===== src/rtl/elevator_ctrl.sv =====
// elevator_ctrl: SCAN-ordered car controller with latched floor calls and door sequencing
module elevator_ctrl #(
  parameter int NUM_FLOORS  = 8,
  parameter int FLOOR_W     = 3,
  parameter int MOVE_CYCLES = 4
) (
  input  logic                  clk,
  input  logic                  rst,
  input  logic [NUM_FLOORS-1:0] call_req,
  input  logic                  emergency_stop,
  input  logic                  wait_complete,
  output logic [FLOOR_W-1:0]    current_floor,
  output logic                  moving_up,
  output logic                  moving_down,
  output logic                  door_open,
  output logic                  door_wait,
  output logic                  door_close,
  output logic [NUM_FLOORS-1:0] pending,
  output logic                  idle
);
  localparam int CNT_W = MOVE_CYCLES > 1 ? $clog2(MOVE_CYCLES) : 1;
  typedef enum logic [2:0] {IDLE, MOVE_UP, MOVE_DOWN, DOOR_OPEN, DOOR_WAIT, DOOR_CLOSE} state_t;
  state_t state, state_n;
  logic [FLOOR_W-1:0] floor_q, floor_n, nf;
  logic [CNT_W-1:0] move_cnt, cnt_n;
  logic [NUM_FLOORS-1:0] pend_q, clr;
  logic dir_up, dir_n, arrive, hit_cur, hit_nf, above_cur, below_cur, above_nf, below_nf;
  function automatic logic any_above(input logic [NUM_FLOORS-1:0] p, input logic [FLOOR_W-1:0] f);
    logic [NUM_FLOORS-1:0] m;
    m = {NUM_FLOORS{1'b1}} << f;
    return |(p & (m << 1));
  endfunction
  function automatic logic any_below(input logic [NUM_FLOORS-1:0] p, input logic [FLOOR_W-1:0] f);
    logic [NUM_FLOORS-1:0] m;
    m = {NUM_FLOORS{1'b1}} << f;
    return |(p & ~m);
  endfunction
  // nf is the floor the car reaches when the current travel step completes
  assign nf        = state == MOVE_DOWN ? floor_q - 1'b1 : floor_q + 1'b1;
  assign arrive    = move_cnt == CNT_W'(MOVE_CYCLES - 1);
  assign hit_cur   = pend_q[floor_q];
  assign hit_nf    = pend_q[nf];
  assign above_cur = any_above(pend_q, floor_q);
  assign below_cur = any_below(pend_q, floor_q);
  assign above_nf  = any_above(pend_q, nf);
  assign below_nf  = any_below(pend_q, nf);
  assign clr       = (state == DOOR_OPEN || state == DOOR_WAIT) ? NUM_FLOORS'(1) << floor_q : '0;
  always_ff @(posedge clk) begin
    if (rst) begin
      state    <= IDLE;
      floor_q  <= '0;
      dir_up   <= 1'b1;
      move_cnt <= '0;
      pend_q   <= '0;
    end else begin
      state    <= state_n;
      floor_q  <= floor_n;
      dir_up   <= dir_n;
      move_cnt <= cnt_n;
      pend_q   <= (pend_q | call_req) & ~clr;
    end
  end
  always_comb begin
    state_n = state;
    floor_n = floor_q;
    dir_n   = dir_up;
    cnt_n   = move_cnt;
    if (!emergency_stop) begin
      case (state)
        IDLE: begin
          if (hit_cur) state_n = DOOR_OPEN;
          else if (above_cur) begin
            state_n = MOVE_UP;
            dir_n   = 1'b1;
          end else if (below_cur) begin
            state_n = MOVE_DOWN;
            dir_n   = 1'b0;
          end
        end
        MOVE_UP, MOVE_DOWN: begin
          if (!arrive) cnt_n = move_cnt + 1'b1;
          else begin
            floor_n = nf;
            cnt_n   = '0;
            if (hit_nf) state_n = DOOR_OPEN;
            else if (dir_up ? below_nf && !above_nf : above_nf && !below_nf) begin
              dir_n   = !dir_up;
              state_n = dir_up ? MOVE_DOWN : MOVE_UP;
            end else if (!above_nf && !below_nf) state_n = IDLE;
          end
        end
        DOOR_OPEN: state_n = DOOR_WAIT;
        DOOR_WAIT: state_n = wait_complete ? DOOR_CLOSE : DOOR_WAIT;
        DOOR_CLOSE: begin
          if (dir_up ? above_cur : below_cur) state_n = dir_up ? MOVE_UP : MOVE_DOWN;
          else if (dir_up ? below_cur : above_cur) begin
            dir_n   = !dir_up;
            state_n = dir_up ? MOVE_DOWN : MOVE_UP;
          end else state_n = IDLE;
        end
        default: state_n = IDLE;
      endcase
    end
  end
  always_comb begin
    current_floor = floor_q;
    moving_up     = state == MOVE_UP;
    moving_down   = state == MOVE_DOWN;
    door_open     = state == DOOR_OPEN;
    door_wait     = state == DOOR_WAIT && !emergency_stop;
    door_close    = state == DOOR_CLOSE;
    pending       = pend_q;
    idle          = state == IDLE;
  end
endmodule


===== config.mk =====
export PLATFORM = sky130hd
export DESIGN_NAME = elevator_ctrl
export DESIGN_NICKNAME = d
export VERILOG_FILES = /design/src/rtl/elevator_ctrl.sv
export SDC_FILE = /design/constraint.sdc
export NUM_CORES = 1
export LEC_CHECK = 0
export CORE_ASPECT_RATIO = 0.6
export CORE_UTILIZATION = 37
export DETAILED_ROUTE_END_ITERATION = 12
export DONT_BUFFER_PORTS = 1
export GPL_TIMING_DRIVEN = 0
export MAX_ROUTING_LAYER = met4
export PLACE_DENSITY = 0.62
export RECOVER_POWER = 25
export SKIP_LAST_GASP = 1
export SYNTH_ARGS = -nofsm -noshare
export SYNTH_HDL_FRONTEND = slang
export SYNTH_SLANG_ARGS = --single-unit

===== constraint.sdc =====
create_clock -name clk -period 4 [get_ports clk]
set_clock_uncertainty 0.05 [all_clocks]
set_input_delay 1 -clock clk [delete_from_list [all_inputs] [get_ports clk]]
set_output_delay 1 -clock clk [all_outputs]
set_load 0.03 [all_outputs]

=== Word-level counts from Yosys, hierarchy flattened ===
Cells that the tools add are included.

* Input port bits: 12
* Output and inout bits: 17
* Register bits after elaboration: 17
* Word-level logic and storage cells: 90

* Equality and inequality tests: 15
* Reduce and logical (&&, ||, !) cells: 20
* $lt $le $gt $ge: 2
* Add/sub/neg operators: 3
* Bitwise logic cells: 10
* Multiplexer cells: 32
* Shift-type cells: 3

{| class="wikitable"
|+ Operators by type and width
! cell !! count
|-
| bitwise AND 8 bit || 5
|-
| OR reduction 8 bit || 4
|-
| 2-to-1 mux 3 bit || 8
|-
| NOT 8 bit || 3
|-
| << shifter 8 x 3 -> 8 bit, first input constant || 2
|-
| one-hot mux 3 bit (5 select lines) || 1
|-
| 2-to-1 mux 1 bit || 14
|-
| 2-to-1 mux 2 bit || 5
|-
| != test 2 bit, second input constant || 5
|-
| AND reduction 9 bit || 1
|-
| less-than comparator 3 x 4 -> 1 bit, second input constant || 2
|-
| 2-to-1 mux 8 bit || 1
|-
| bitwise OR 8 bit || 1
|-
| << shifter 1 x 3 -> 8 bit, first input constant || 1
|-
| binary-select mux 1 bit (select 3 bit) || 2
|-
| equality test 3 x 2 -> 1 bit, second input constant || 2
|-
| equality test 3 bit, second input constant || 2
|-
| logical AND 1 bit || 4
|-
| zero test 1 bit || 4
|-
| != test 4 x 1 -> 1 bit, second input constant || 1
|-
| != test 4 bit, second input constant || 1
|-
| AND reduction 4 bit || 1
|-
| adder 3 x 1 -> 3 bit, second input constant || 1
|-
| equality test 3 x 1 -> 1 bit, second input constant || 1
|-
| 13 further kinds || 13
|}

=== Longest topological paths before layout ===
Gate-level depths: netlist (run 1).

* Depth in word-level cells: 13
* Depth in mapped cells: 11
* Gate-level depth less buffers: 10

=== Least setup slack after synthesis (run 1) ===
Ideal clock, no wire load.

* Kind: register to register
* From: reg state[0]
* To: reg state[0]
* Setup slack: 0.707 ns
* Stages on the path, launching flop included: 12
* Clock period less this slack: 3.293 ns
* Data arrival time: 3.176 ns
* Path through: dfxtp_1 -> buf_4 -> nor3b_4 -> ha_1 -> ha_1 -> a211o_1 -> a21oi_1 -> o21ai_0 -> a211o_1 -> or4_1 -> a311o_1 -> a21oi_2

* Cells in the longest elaborated chain, start to end: 13
* Elaborated cells on any way between the ends: 30
* Classes of those cells: 8 x eq/ne; 1 x shift; 8 x mux; 3 x bitwise; 10 x reduce/logical

{| class="wikitable"
|+ RTL lines
! what !! RTL line !! text
|-
| start: declaration || 23 || <nowiki>state_t state, state_n;</nowiki>
|-
| start signal: assignment || 56 || <nowiki>state <= state_n;</nowiki>
|-
| equality test 3 x 2 -> 1 bit (*) || - ||
|-
| net moving_down || 14 || <nowiki>output logic moving_down,</nowiki>
|-
| 2-to-1 mux 3 bit || 39 || <nowiki>assign nf = state == MOVE_DOWN ? floor_q - 1'b1 : floor_q + 1'b1;</nowiki>
|-
| << shifter 8 x 3 -> 8 bit || 35 || <nowiki>m = {NUM_FLOORS{1'b1}} << f;</nowiki>
|-
| NOT 8 bit || 36 || <nowiki>return |(p & ~m);</nowiki>
|-
| bitwise AND 8 bit || 36 ||
|-
| OR reduction 8 bit || 36 ||
|-
| zero test 1 bit || 86, 89 ||
|-
| logical AND 1 bit || 86 || <nowiki>else if (dir_up ? below_nf && !above_nf : above_nf && !below_nf) begin</nowiki>
|-
| 2-to-1 mux 1 bit || 86 ||
|-
| 2-to-1 mux 3 bit || 86 ||
|-
| 2-to-1 mux 3 bit || 85 || <nowiki>if (hit_nf) state_n = DOOR_OPEN;</nowiki>
|-
| 2-to-1 mux 3 bit || 81 || <nowiki>if (!arrive) cnt_n = move_cnt + 1'b1;</nowiki>
|-
| one-hot mux 3 bit (5 select lines) || 69 || <nowiki>case (state)</nowiki>
|}

The timed path passes the listed nets; every way through them passes the cells marked *. The select of a mux whose other input is x is not followed.
A chain may end at the register's enable or synchronous reset.

=== Worst setup path after layout (run 1) ===
* From: reg state[1]
* To: reg state[0]

Same word-level chain as after synthesis.

==> key figures, run 1 <==
Clock network
  – Sinks on Clock Net: 17
  – Skew-Pair Late Insertion Delay: around 0.26 ns
  – Total of hold buffers inserted after clock tree synthesis: 0
  – Clock tree buffer depth: 2
  – Count of H-tree levels built during CTS: 1
  – TritonCTS Buffers: 3
  – Clock transition time at the flip-flop clock pins of the worst setup and hold paths: roughly 0.070 ns
  – Setup bufs post-CTS: 0
  – Cell at the root of the clock tree: sky130_fd_sc_hd__clkbuf_8
  – Post-CTS Resized: 0
  – TritonCTS clock tree: yes

Synth
  – Flip-flop and latch count after synthesis: 17
  – Largest family of logic cells by synthesized area: compound AO/OA/AOI/OAI gates
  – Largest cells by area after synthesis: sky130_fd_sc_hd__dfxtp_1 (23%), sky130_fd_sc_hd__nor2_1 (6.4%), sky130_fd_sc_hd__a211oi_1 (4.6%)
  – Area fraction in compound gates after synthesis: 0.339
  – Async SR Flop Fraction: 0
  – Synthesized-area fraction occupied by adder cells: 0.0477
  – Count of different cell masters after synthesis: 53
  – Dominant synthesized flop cell: sky130_fd_sc_hd__dfxtp_1
  – Post-synthesis average cell area: around 7.6 um^2
  – Simple-gate share of the synthesized area: 0.224
  – Number of instances in the synthesized netlist: between 150 and 200
  – Commonest cells in the synthesized netlist: sky130_fd_sc_hd__nor2_1 (25), sky130_fd_sc_hd__dfxtp_1 (17), sky130_fd_sc_hd__nand2_1 (14), sky130_fd_sc_hd__a21oi_1 (12), sky130_fd_sc_hd__clkbuf_1 (11)
  – Synth top area share: 0.232
  – Count of yosys warnings during synthesis: 0
  – Netlist area before placement: between 1000 and 1500 um^2
  – Area share of xor/xnor cells in the synthesized design: 0.0239
  – Largest area contributor in the netlist: sky130_fd_sc_hd__dfxtp_1
  – Number of synthesized flops with an enable pin: 0
  – Most frequent cell after synthesis: sky130_fd_sc_hd__nor2_1
  – Sequential share of the synthesized area: 0.232
  – Number of nets produced by synthesis: between 200 and 250
  – Multiplexer area fraction after synthesis: 0.0647

Floorplan
  – DIE AREA: between 4000 and 5000 um^2
  – Die Y-Extent: 50.8 um
  – Die boundary width: between 80 and 90 um
  – Row Count: 17
  – Initial core utilization: 0.392
  – Top-level port count: 29
  – Core Area: ~3700 um^2

Pwr
  – Power Total: 0.000651 W
  – P_leak: approximately 0.56 nW
  – Fraction of power consumed by the clock network: 0.210
  – Max VDD drop: 0.184 mV
  – Total internal power: about 0.00036 W
  – Proportion of power drawn by combinational gates: 0.465
  – PD cells: approximately 410 nW/um^2
  – Total net switching power: 0.000289 W
  – Switching power share of the total: 0.444
  – Part of the power in registers: 0.325

Route
  – Routed length per placed instance: roughly 17 um
  – Vias per Instance: 5.92
  – Total vias in the final route: about 1500
  – Final wirelength: 4160 um
  – Residual antenna-violating net count after detailed routing: 0
  – Number of iterations in the first detailed-routing pass: 5
  – Post-route DRC: 0
  – Iteration-0 DRC Markers: between 100 and 150

Finish
  – Layout area overhead: 7.07%
  – Nets: ~220
  – FILL cells: 407
  – Footprint of the flip-flops and latches: 340 um^2
  – Antenna Diode Count: 0
  – Share of cells above drive strength 1: 0.0455
  – Multi-input gate area in the final layout: approximately 1000 um^2

STA
  – Final hold violation count: 0
  – Worst max-slew margin expressed relative to the limit: 0.473
  – Max Clock Freq: about 270 MHz
  – Post-route setup TNS: 0 ns
  – RSZ-0062 raised after global routing: false
  – Max-slew violation count: 0
  – Share of the clock period used by the worst path after layout: 0.914
  – Final setup violating endpoints: 0
  – Hold Worst Slack: ~0.44 ns
  – Time the worst path needs with I/O delays and setup: 3.66 ns
  – Transition time at the pin with the least slew margin: roughly 0.79 ns

Worst setup path
  – Required time at the endpoint of the critical path: 4.14 ns
  – Setup crit end kind: register
  – Max Fanout on Critical Path: 9
  – Startpoint type of the worst setup path: register
  – Critical path class: reg2reg
  – Data arrival at the endpoint of the critical path: about 3.8 ns

Placed design
  – DPL Wire Length: 3190 um
  – I/O Buffers: 0
  – Final weighted congestion in routability-driven placement: between 0.8 and 0.9

GRT
  – Antenna violations before repair: 0
  – Total gr overflow: 0
  – Maximum number of pins on one net before global-route repair: 11
  – Wire length of the first global-routing pass: 6730 um
  – All-layer global routing usage: 0.213
  – Via count of the first global-routing pass: around 1300

Hold path
  – Worst min-delay path category: reg2reg

Run
  – # Max-Cap Violations: 0

Status
  – Run status: finished, final reports clean
-- power groups by stage --
| stage | registers (W) | clock network [W] | logic, W |
|---|---|---|---|
| floorplan | 0.000211 | 0 | 0.000237 |
| global placement | 0.000215 | 0 | 0.000292 |
| detailed placement | 0.000215 | 0 | 0.000294 |
| CTS | 0.000211 | 0.000144 | 0.000295 |
| global route | 0.000214 | 0.000147 | 0.000329 |
| finish | 0.000212 | 0.000136 | 0.000303 |
-- cells in the final DEF (no fill, tap or decap), types with 3 or more instances in the layout --
master and count:
sky130_fd_sc_hd__a31oi_1 3, sky130_fd_sc_hd__a21oi_1 12, sky130_fd_sc_hd__nand2_1 14, sky130_fd_sc_hd__xnor2_1 3, sky130_fd_sc_hd__ha_1 4, sky130_fd_sc_hd__o211ai_1 3
sky130_fd_sc_hd__a211oi_1 9, sky130_fd_sc_hd__clkbuf_8 3, sky130_fd_sc_hd__nand3_1 3, sky130_fd_sc_hd__mux2i_1 5, sky130_fd_sc_hd__nor2b_1 3, sky130_fd_sc_hd__inv_1 10
sky130_fd_sc_hd__nor2_1 25, sky130_fd_sc_hd__dfxtp_1 17, sky130_fd_sc_hd__nand2b_1 7, sky130_fd_sc_hd__o21a_1 4, sky130_fd_sc_hd__clkbuf_1 12, sky130_fd_sc_hd__o21ai_0 10
sky130_fd_sc_hd__o31ai_1 6
-- final cells by class --
cell class	instances	area share
Inverter	10	0.0239
Buffer	15	0.0406
Clock buffer	4	0.0286
Sequential cell	17	0.216
Tap cell	47	0.0374
Multi-Input combinational cell	152	0.653
-- cells by family after synthesis --
family	Yosys count
AOI/OAI and AO/OA	71
adders and majority gates	5
xor gates and xnor gates	4
DFF	17
and+or+nand+nor	65
buffers and inverters	25
muxes	7
-- sequential cells by signal (all words and copies together) (netlist names) --
signal and count:
current_floor 3, dir_up 1, move_cnt 2, pending 8, state 3
-- layer usage --
layer,part of all wire,GRT usage,up-vias
li1,-,-,727
met1,0.55,0.323,673
met2,0.35,0.251,47
met3,0.095,0.0789,4
met4,0.0079,0.0517,0
met5,0,-,-
-- critical path, stage by stage, from the launching register on --
cell	delay, ns
sky130_fd_sc_hd__dfxtp_1	0.31
sky130_fd_sc_hd__buf_4	0.14
sky130_fd_sc_hd__nor3b_4	0.68
sky130_fd_sc_hd__fa_1	0.33
sky130_fd_sc_hd__xnor2_1	0.11
sky130_fd_sc_hd__xnor2_1	0.47
sky130_fd_sc_hd__o22ai_1	0.16
sky130_fd_sc_hd__nor4_1	0.61
sky130_fd_sc_hd__a211oi_1	0.27
sky130_fd_sc_hd__a311o_1	0.33
sky130_fd_sc_hd__a21oi_2	0.11
-- path summary, 6_finish.rpt --
| path | to | from | slack (ns) | cells after the start |
|---|---|---|---|---|
| min | move_cnt[1] | move_cnt[1] | 0.44 | 2 |
| max reg2reg | state[0] | state[1] | 0.34 | 10 |
| max | state[0] | state[1] | 0.34 | 10 |
| min reg2reg | move_cnt[1] | move_cnt[1] | 0.44 | 2 |
-- per-stage QoR --
step | utilization | cell area [um^2] | cells | setup slack [ns]
6_report | 0.420 | 1570 | 245 | 0.344
5_1_grt | 0.420 | 1570 | 245 | 0.0439
4_1_cts | 0.420 | 1570 | 245 | 0.364
3_5_place_dp | 0.408 | 1530 | 241 | 0.401
3_3_place_gp | 0.408 | 1530 | 241 | 0.420
2_1_floorplan | - | 1470 | 194 | 0.707
Note: power is estimated with default switching activity, not from simulation.
==> run 2: changes to the inputs <==
--- a/config.mk
+++ b/config.mk
@@ -11,7 +11,7 @@
 export DONT_BUFFER_PORTS = 1
 export GPL_TIMING_DRIVEN = 0
 export MAX_ROUTING_LAYER = met4
-export PLACE_DENSITY = 0.62
+export PLACE_DENSITY = 0.55
 export RECOVER_POWER = 25
 export SKIP_LAST_GASP = 1
 export SYNTH_ARGS = -nofsm -noshare
==> key figures, run 2 (synthesized netlist as in run 1, its figures left out) <==
Worst setup path
  – Setup crit end kind: register
  – First element of the critical path: state[1]
  – Cell Chain, Critical Path: buf_4 > nor3b_4 > fa_1 > xnor2_1 > xnor2_1 > o22ai_1 > nor4_1 > a211oi_1 > a311o_1 > a21oi_2
  – Slowest library cell on the worst path: sky130_fd_sc_hd__nor4_1
  – Cell family with most CP delay: simple AND/OR/NAND/NOR gates
  – Crit path buffers/inverters: 1
  – Cell repeated most along the worst path: sky130_fd_sc_hd__xnor2_1
  – Critical path class: reg2reg
  – Startpoint type of the worst setup path: register
  – Max Fanout on Critical Path: 9
  – Cell count of the worst reg-to-reg path: 10
  – R2R Setup Slk: around 0.35 ns
  – Critical R2R Launch: state[1]
  – Required time at the endpoint of the critical path: 4.14 ns
  – Data arrival at the endpoint of the critical path: about 3.8 ns
  – Crit path largest cell delay: about 0.64 ns
  – Endpoint of the worst register-to-register path: state[0]

STA
  – Post-route setup TNS: 0 ns
  – Transition time at the pin with the least slew margin: approximately 0.72 ns
  – Max Clock Freq: ~270 MHz
  – Worst max-slew margin expressed relative to the limit: 0.517
  – Final setup violating endpoints: 0
  – RSZ-0062 raised after global routing: false
  – Max-slew violation count: 0
  – Final hold violation count: 0
  – Share of the clock period used by the worst path after layout: 0.914
  – Fin worst setup slack: ~0.35 ns
  – Time the worst path needs with I/O delays and setup: 3.65 ns
  – Hold Worst Slack: approximately 0.44 ns

Clock network
  – Clock transition time at the flip-flop clock pins of the worst setup and hold paths: 0.07 ns
  – Post-CTS Resized: 0
  – Count of H-tree levels built during CTS: 1
  – Cell at the root of the clock tree: sky130_fd_sc_hd__clkbuf_8
  – Clock tree buffer depth: 2
  – Setup bufs post-CTS: 0
  – Skew-Pair Late Insertion Delay: approximately 0.25 ns
  – Sinks on Clock Net: 17
  – TritonCTS clock tree: yes
  – Total of hold buffers inserted after clock tree synthesis: 0
  – TritonCTS Buffers: 3

Pwr
  – Max VDD drop: between 0.15 and 0.2 mV
  – P_leak: around 0.57 nW
  – Power Total: roughly 0.00064 W
  – PD cells: a little over 400 nW/um^2

GRT
  – Total gr overflow: 0
  – Antenna violations before repair: 0
  – Wire length of the first global-routing pass: roughly 7000 um
  – Via count of the first global-routing pass: 1404
  – Maximum number of pins on one net before global-route repair: 11
  – All-layer global routing usage: 0.216

Route
  – Top routing layer in use: met4
  – Iteration-0 DRC Markers: 120
  – Routed length per placed instance: ~18 um
  – Number of iterations in the first detailed-routing pass: 4
  – Routed wl met2: about 1800 um
  – Routed wire length on met3: 386 um
  – Final wirelength: roughly 4400 um
  – Total vias in the final route: 1533
  – Vias per Instance: approximately 6.3
  – Post-route DRC: 0
  – Residual antenna-violating net count after detailed routing: 0
  – Detailed-routing wirelength on met1: 2150 um

Floorplan
  – Core Area: around 3700 um^2
  – Die boundary width: approximately 83 um
  – DIE AREA: 4230 um^2
  – Top-level port count: 29
  – Initial core utilization: 0.392
  – Die Y-Extent: approximately 51 um
  – Row Count: 17

Finish
  – Antenna Diode Count: 0
  – Most common library cell in the layout ignoring fill and taps: sky130_fd_sc_hd__nor2_1
  – Nets: roughly 220
  – Layout area overhead: 7.16%
  – Utilization after layout: 0.420
  – Share of cells above drive strength 1: 0.0505
  – Most frequent cells in the layout: sky130_fd_sc_hd__nor2_1 (25), sky130_fd_sc_hd__dfxtp_1 (17), sky130_fd_sc_hd__nand2_1 (14), sky130_fd_sc_hd__a21oi_1 (12), sky130_fd_sc_hd__clkbuf_1 (11)
  – FILL cells: roughly 380
  – Max FFs per register: 8

Placed design
  – I/O Buffers: 0
  – Pre-CTS setup slack: roughly 0.38 ns
  – DPL Wire Length: about 3300 um
  – Final weighted congestion in routability-driven placement: 0.847

Hold path
  – Hold path start: move_cnt[1]
  – Worst hold stages: 2
  – Worst min-delay path category: reg2reg
  – Endpoint of the worst hold-timing path: move_cnt[1]

Status
  – Run status: finished, final reports clean

Run
  – # Max-Cap Violations: 0
[run 2: cell count changes in the layout (fill, tap and decap cells not counted)]
| cell | change |
|---|---|
| sky130_fd_sc_hd__clkbuf_1 | -1 |
| sky130_fd_sc_hd__clkinv_2 | +1 |
[run 2: how the worst max path moves through the flow]
| stage | to | slack (ns) | cells after the start |
|---|---|---|---|
| final | state[0] | 0.35 | 10 |
| after global routing | state[0] | 0.04 | 10 |
| after CTS | state[0] | 0.35 | 10 |
| after detailed placement | state[0] | 0.38 | 10 |
| after global placement | state[0] | 0.46 | 11 |
| after floorplan | state[0] | 0.71 | 11 |
[run 2: metrics by stage]
stage / instances / instance area, um^2
2_1_floorplan: 194 / 1470
3_3_place_gp: 241 / 1530
3_5_place_dp: 241 / 1530
4_1_cts: 245 / 1570
5_1_grt: 245 / 1570
6_report: 245 / 1570
[run 2: cell type report]
cell class | count | area (um^2) | area share
well taps | 47 | 58.8 | 0.0374
flip-flops and latches | 17 | 340 | 0.216
plain buffers | 15 | 63.8 | 0.0405
clock buffers | 3 | 41.3 | 0.0262
multi-input cells | 152 | 1030 | 0.653
inverters | 10 | 37.5 | 0.0238
clock inverters | 1 | 5.00 | 0.00318
[run 2: routing by layer]
metal / up-vias / track usage
met5: - / -
met4: 0 / 0.0517
met3: 4 / 0.0428
met2: 64 / 0.320
met1: 738 / 0.301
li1: 727 / -
[run 2: report_power, final]
part	internal, W	total (W)	switching (W)
Clock	0.0000692	0.000132	0.0000632
Sequential	0.000186	0.000212	0.0000259
Combinational	0.000104	0.000299	0.000195
Total	0.000360	0.000644	0.000284
[run 2: worst min-delay path: stages (launching register included)]
cell and delay [ns]:
sky130_fd_sc_hd__dfxtp_1 0.31, sky130_fd_sc_hd__o21ai_0 0.07, sky130_fd_sc_hd__a21oi_1 0.06
==> run 3: changes to the inputs <==
--- a/config.mk
+++ b/config.mk
@@ -5,13 +5,12 @@
 export SDC_FILE = /design/constraint.sdc
 export NUM_CORES = 1
 export LEC_CHECK = 0
-export CORE_ASPECT_RATIO = 0.6
-export CORE_UTILIZATION = 37
+export CORE_UTILIZATION = 23
 export DETAILED_ROUTE_END_ITERATION = 12
 export DONT_BUFFER_PORTS = 1
 export GPL_TIMING_DRIVEN = 0
 export MAX_ROUTING_LAYER = met4
-export PLACE_DENSITY = 0.55
+export PLACE_DENSITY = 0.4
 export RECOVER_POWER = 25
 export SKIP_LAST_GASP = 1
 export SYNTH_ARGS = -nofsm -noshare
==> key figures, run 3 (synthesized netlist as in run 1, its figures left out) <==
GRT
  – Antenna violations before repair: 0
  – Total gr overflow: 0
  – Via count of the first global-routing pass: approximately 1400
  – Maximum number of pins on one net before global-route repair: 11
  – Wire length of the first global-routing pass: approximately 7100 um
  – All-layer global routing usage: 0.144

Clock network
  – TritonCTS Buffers: 3
  – Sinks on Clock Net: 17
  – Cell at the root of the clock tree: sky130_fd_sc_hd__clkbuf_8
  – Count of H-tree levels built during CTS: 1
  – Clock tree buffer depth: 2
  – Clock transition time at the flip-flop clock pins of the worst setup and hold paths: 0.08 ns
  – TritonCTS clock tree: yes
  – Skew-Pair Late Insertion Delay: ~0.26 ns

Finish
  – Layout area overhead: 9.97%
  – Nets: about 220
  – Share of cells above drive strength 1: 0.0556
  – Antenna Diode Count: 0
  – Most common library cell in the layout ignoring fill and taps: sky130_fd_sc_hd__nor2_1
  – Max FFs per register: 8
  – Cell area after layout: around 1600 um^2
  – Most frequent cells in the layout: sky130_fd_sc_hd__nor2_1 (25), sky130_fd_sc_hd__dfxtp_1 (17), sky130_fd_sc_hd__nand2_1 (14), sky130_fd_sc_hd__a21oi_1 (12), sky130_fd_sc_hd__clkbuf_1 (11)
  – FILL cells: 693

Run
  – # Max-Cap Violations: 0

STA
  – Final hold violation count: 0
  – Max Clock Freq: approximately 280 MHz
  – Transition time at the pin with the least slew margin: roughly 0.75 ns
  – Worst max-slew margin expressed relative to the limit: 0.499
  – Final setup violating endpoints: 0
  – RSZ-0062 raised after global routing: false
  – Share of the clock period used by the worst path after layout: 0.909
  – Time the worst path needs with I/O delays and setup: about 3.6 ns
  – Post-route setup TNS: 0 ns
  – Max-slew violation count: 0

Worst setup path
  – Critical R2R Launch: state[1]
  – Max Fanout on Critical Path: 9
  – First element of the critical path: state[1]
  – End point of the critical path: state[0]
  – Data arrival at the endpoint of the critical path: around 3.8 ns
  – Cell count of the worst reg-to-reg path: 11
  – Required time at the endpoint of the critical path: around 4.1 ns
  – Setup crit end kind: register
  – Startpoint type of the worst setup path: register
  – Critical path class: reg2reg
  – Endpoint of the worst register-to-register path: state[0]
  – R2R Setup Slk: about 0.36 ns

Hold path
  – Worst min-delay path category: reg2reg
  – Hold path start: move_cnt[1]

Route
  – Post-route DRC: 0
  – Total vias in the final route: ~1400
  – Routed length per placed instance: 15.8 um
  – Residual antenna-violating net count after detailed routing: 0
  – Vias per Instance: about 5.3
  – Iteration-0 DRC Markers: between 70 and 80
  – Number of iterations in the first detailed-routing pass: 4
  – Final wirelength: approximately 4300 um

Floorplan
  – Top-level port count: 29
  – DIE AREA: between 6000 and 7000 um^2
  – Initial core utilization: 0.244
  – Core Area: roughly 6000 um^2
  – Die boundary width: a little over 80 um
  – Row Count: 28
  – Die Y-Extent: around 80 um

Placed design
  – DPL Wire Length: 3330 um
  – I/O Buffers: 0
  – Dpl cell area: approximately 1600 um^2
  – Final weighted congestion in routability-driven placement: 0.767

Pwr
  – Total internal power: roughly 0.00036 W
  – Total net switching power: between 0.0002 and 0.0003 W
  – Switching power share of the total: 0.444
  – Fraction of power consumed by the clock network: 0.213
  – Part of the power in registers: 0.327
  – P_leak: approximately 0.57 nW
  – Max VDD drop: 0.114 mV
  – PD cells: roughly 400 nW/um^2
  – Proportion of power drawn by combinational gates: 0.460

Status
  – Run status: finished, final reports clean
-- run 3: cell counts in the layout (fill, tap and decap cells not counted) --
No cell type changed its count.
-- run 3: worst min-delay path by stage --
stage                             end  slack, ns  cells after the start
final                     move_cnt[1]       0.44                      2
after global routing      move_cnt[1]       0.48                      2
after CTS                 move_cnt[1]       0.45                      2
after detailed placement  move_cnt[1]       0.43                      2
after global placement    move_cnt[1]       0.43                      2
after floorplan           move_cnt[1]       0.41                      2
-- run 3: final cells by class --
type,count,area [um^2],share of cell area
Clock buffer,3,41.3,0.0256
Buffer,15,63.8,0.0395
Inverter,10,37.5,0.0232
Sequential cell,17,340,0.211
Multi-Input combinational cell,152,1030,0.640
Clock inverter,1,5.00,0.00310
Tap cell,75,93.8,0.0581
-- run 3: routing by layer --
metal  part of all wire  wire [um]  vias to the layer above  track usage
li1                   -          -                      719            -
met1               0.48       2090                      692        0.195
met2               0.46       1990                       29        0.224
met3              0.038        162                        7       0.0167
met4              0.015         66                        0       0.0439
met5                  0          0                        -            -
-- run 3: through the flow --
stage,utilization,power (W),worst slack (ns),hold slack (ns),std cells
floorplan,-,0.000449,0.707,0.407,194
global placement,0.259,0.000514,0.370,0.430,269
detailed placement,0.259,0.000510,0.379,0.433,269
CTS,0.267,0.000649,0.351,0.447,273
global route,0.268,0.000697,0.189,0.477,273
finish,0.268,0.000648,0.365,0.444,273
-- run 3: power by group through the flow --
stage	registers [W]	clock network (W)	logic, W
floorplan	0.000211	0	0.000237
global placement	0.000216	0	0.000298
detailed placement	0.000216	0	0.000294
CTS	0.000212	0.000142	0.000295
global route	0.000215	0.000153	0.000329
finish	0.000212	0.000138	0.000298
-- run 3: worst max-delay path, cell delays in order, from the launching register on --
cell and delay [ns]:
sky130_fd_sc_hd__dfxtp_1 0.31, sky130_fd_sc_hd__buf_4 0.15, sky130_fd_sc_hd__nor3b_4 0.65, sky130_fd_sc_hd__ha_1 0.38, sky130_fd_sc_hd__ha_1 0.23, sky130_fd_sc_hd__a211o_1 0.30
sky130_fd_sc_hd__a21oi_1 0.12, sky130_fd_sc_hd__o21ai_0 0.11, sky130_fd_sc_hd__a211o_1 0.33, sky130_fd_sc_hd__or4_1 0.48, sky130_fd_sc_hd__a311o_1 0.33, sky130_fd_sc_hd__a21oi_2 0.13
-- run 3: what timing repair did --
action | in CTS | in global routing
gates resized for setup | 0 | 1
hold buffers | 0 | 0
endpoints found under the hold margin | 0 | 0
setup buffers | 0 | 0
endpoints found under the setup margin | 0 | 1
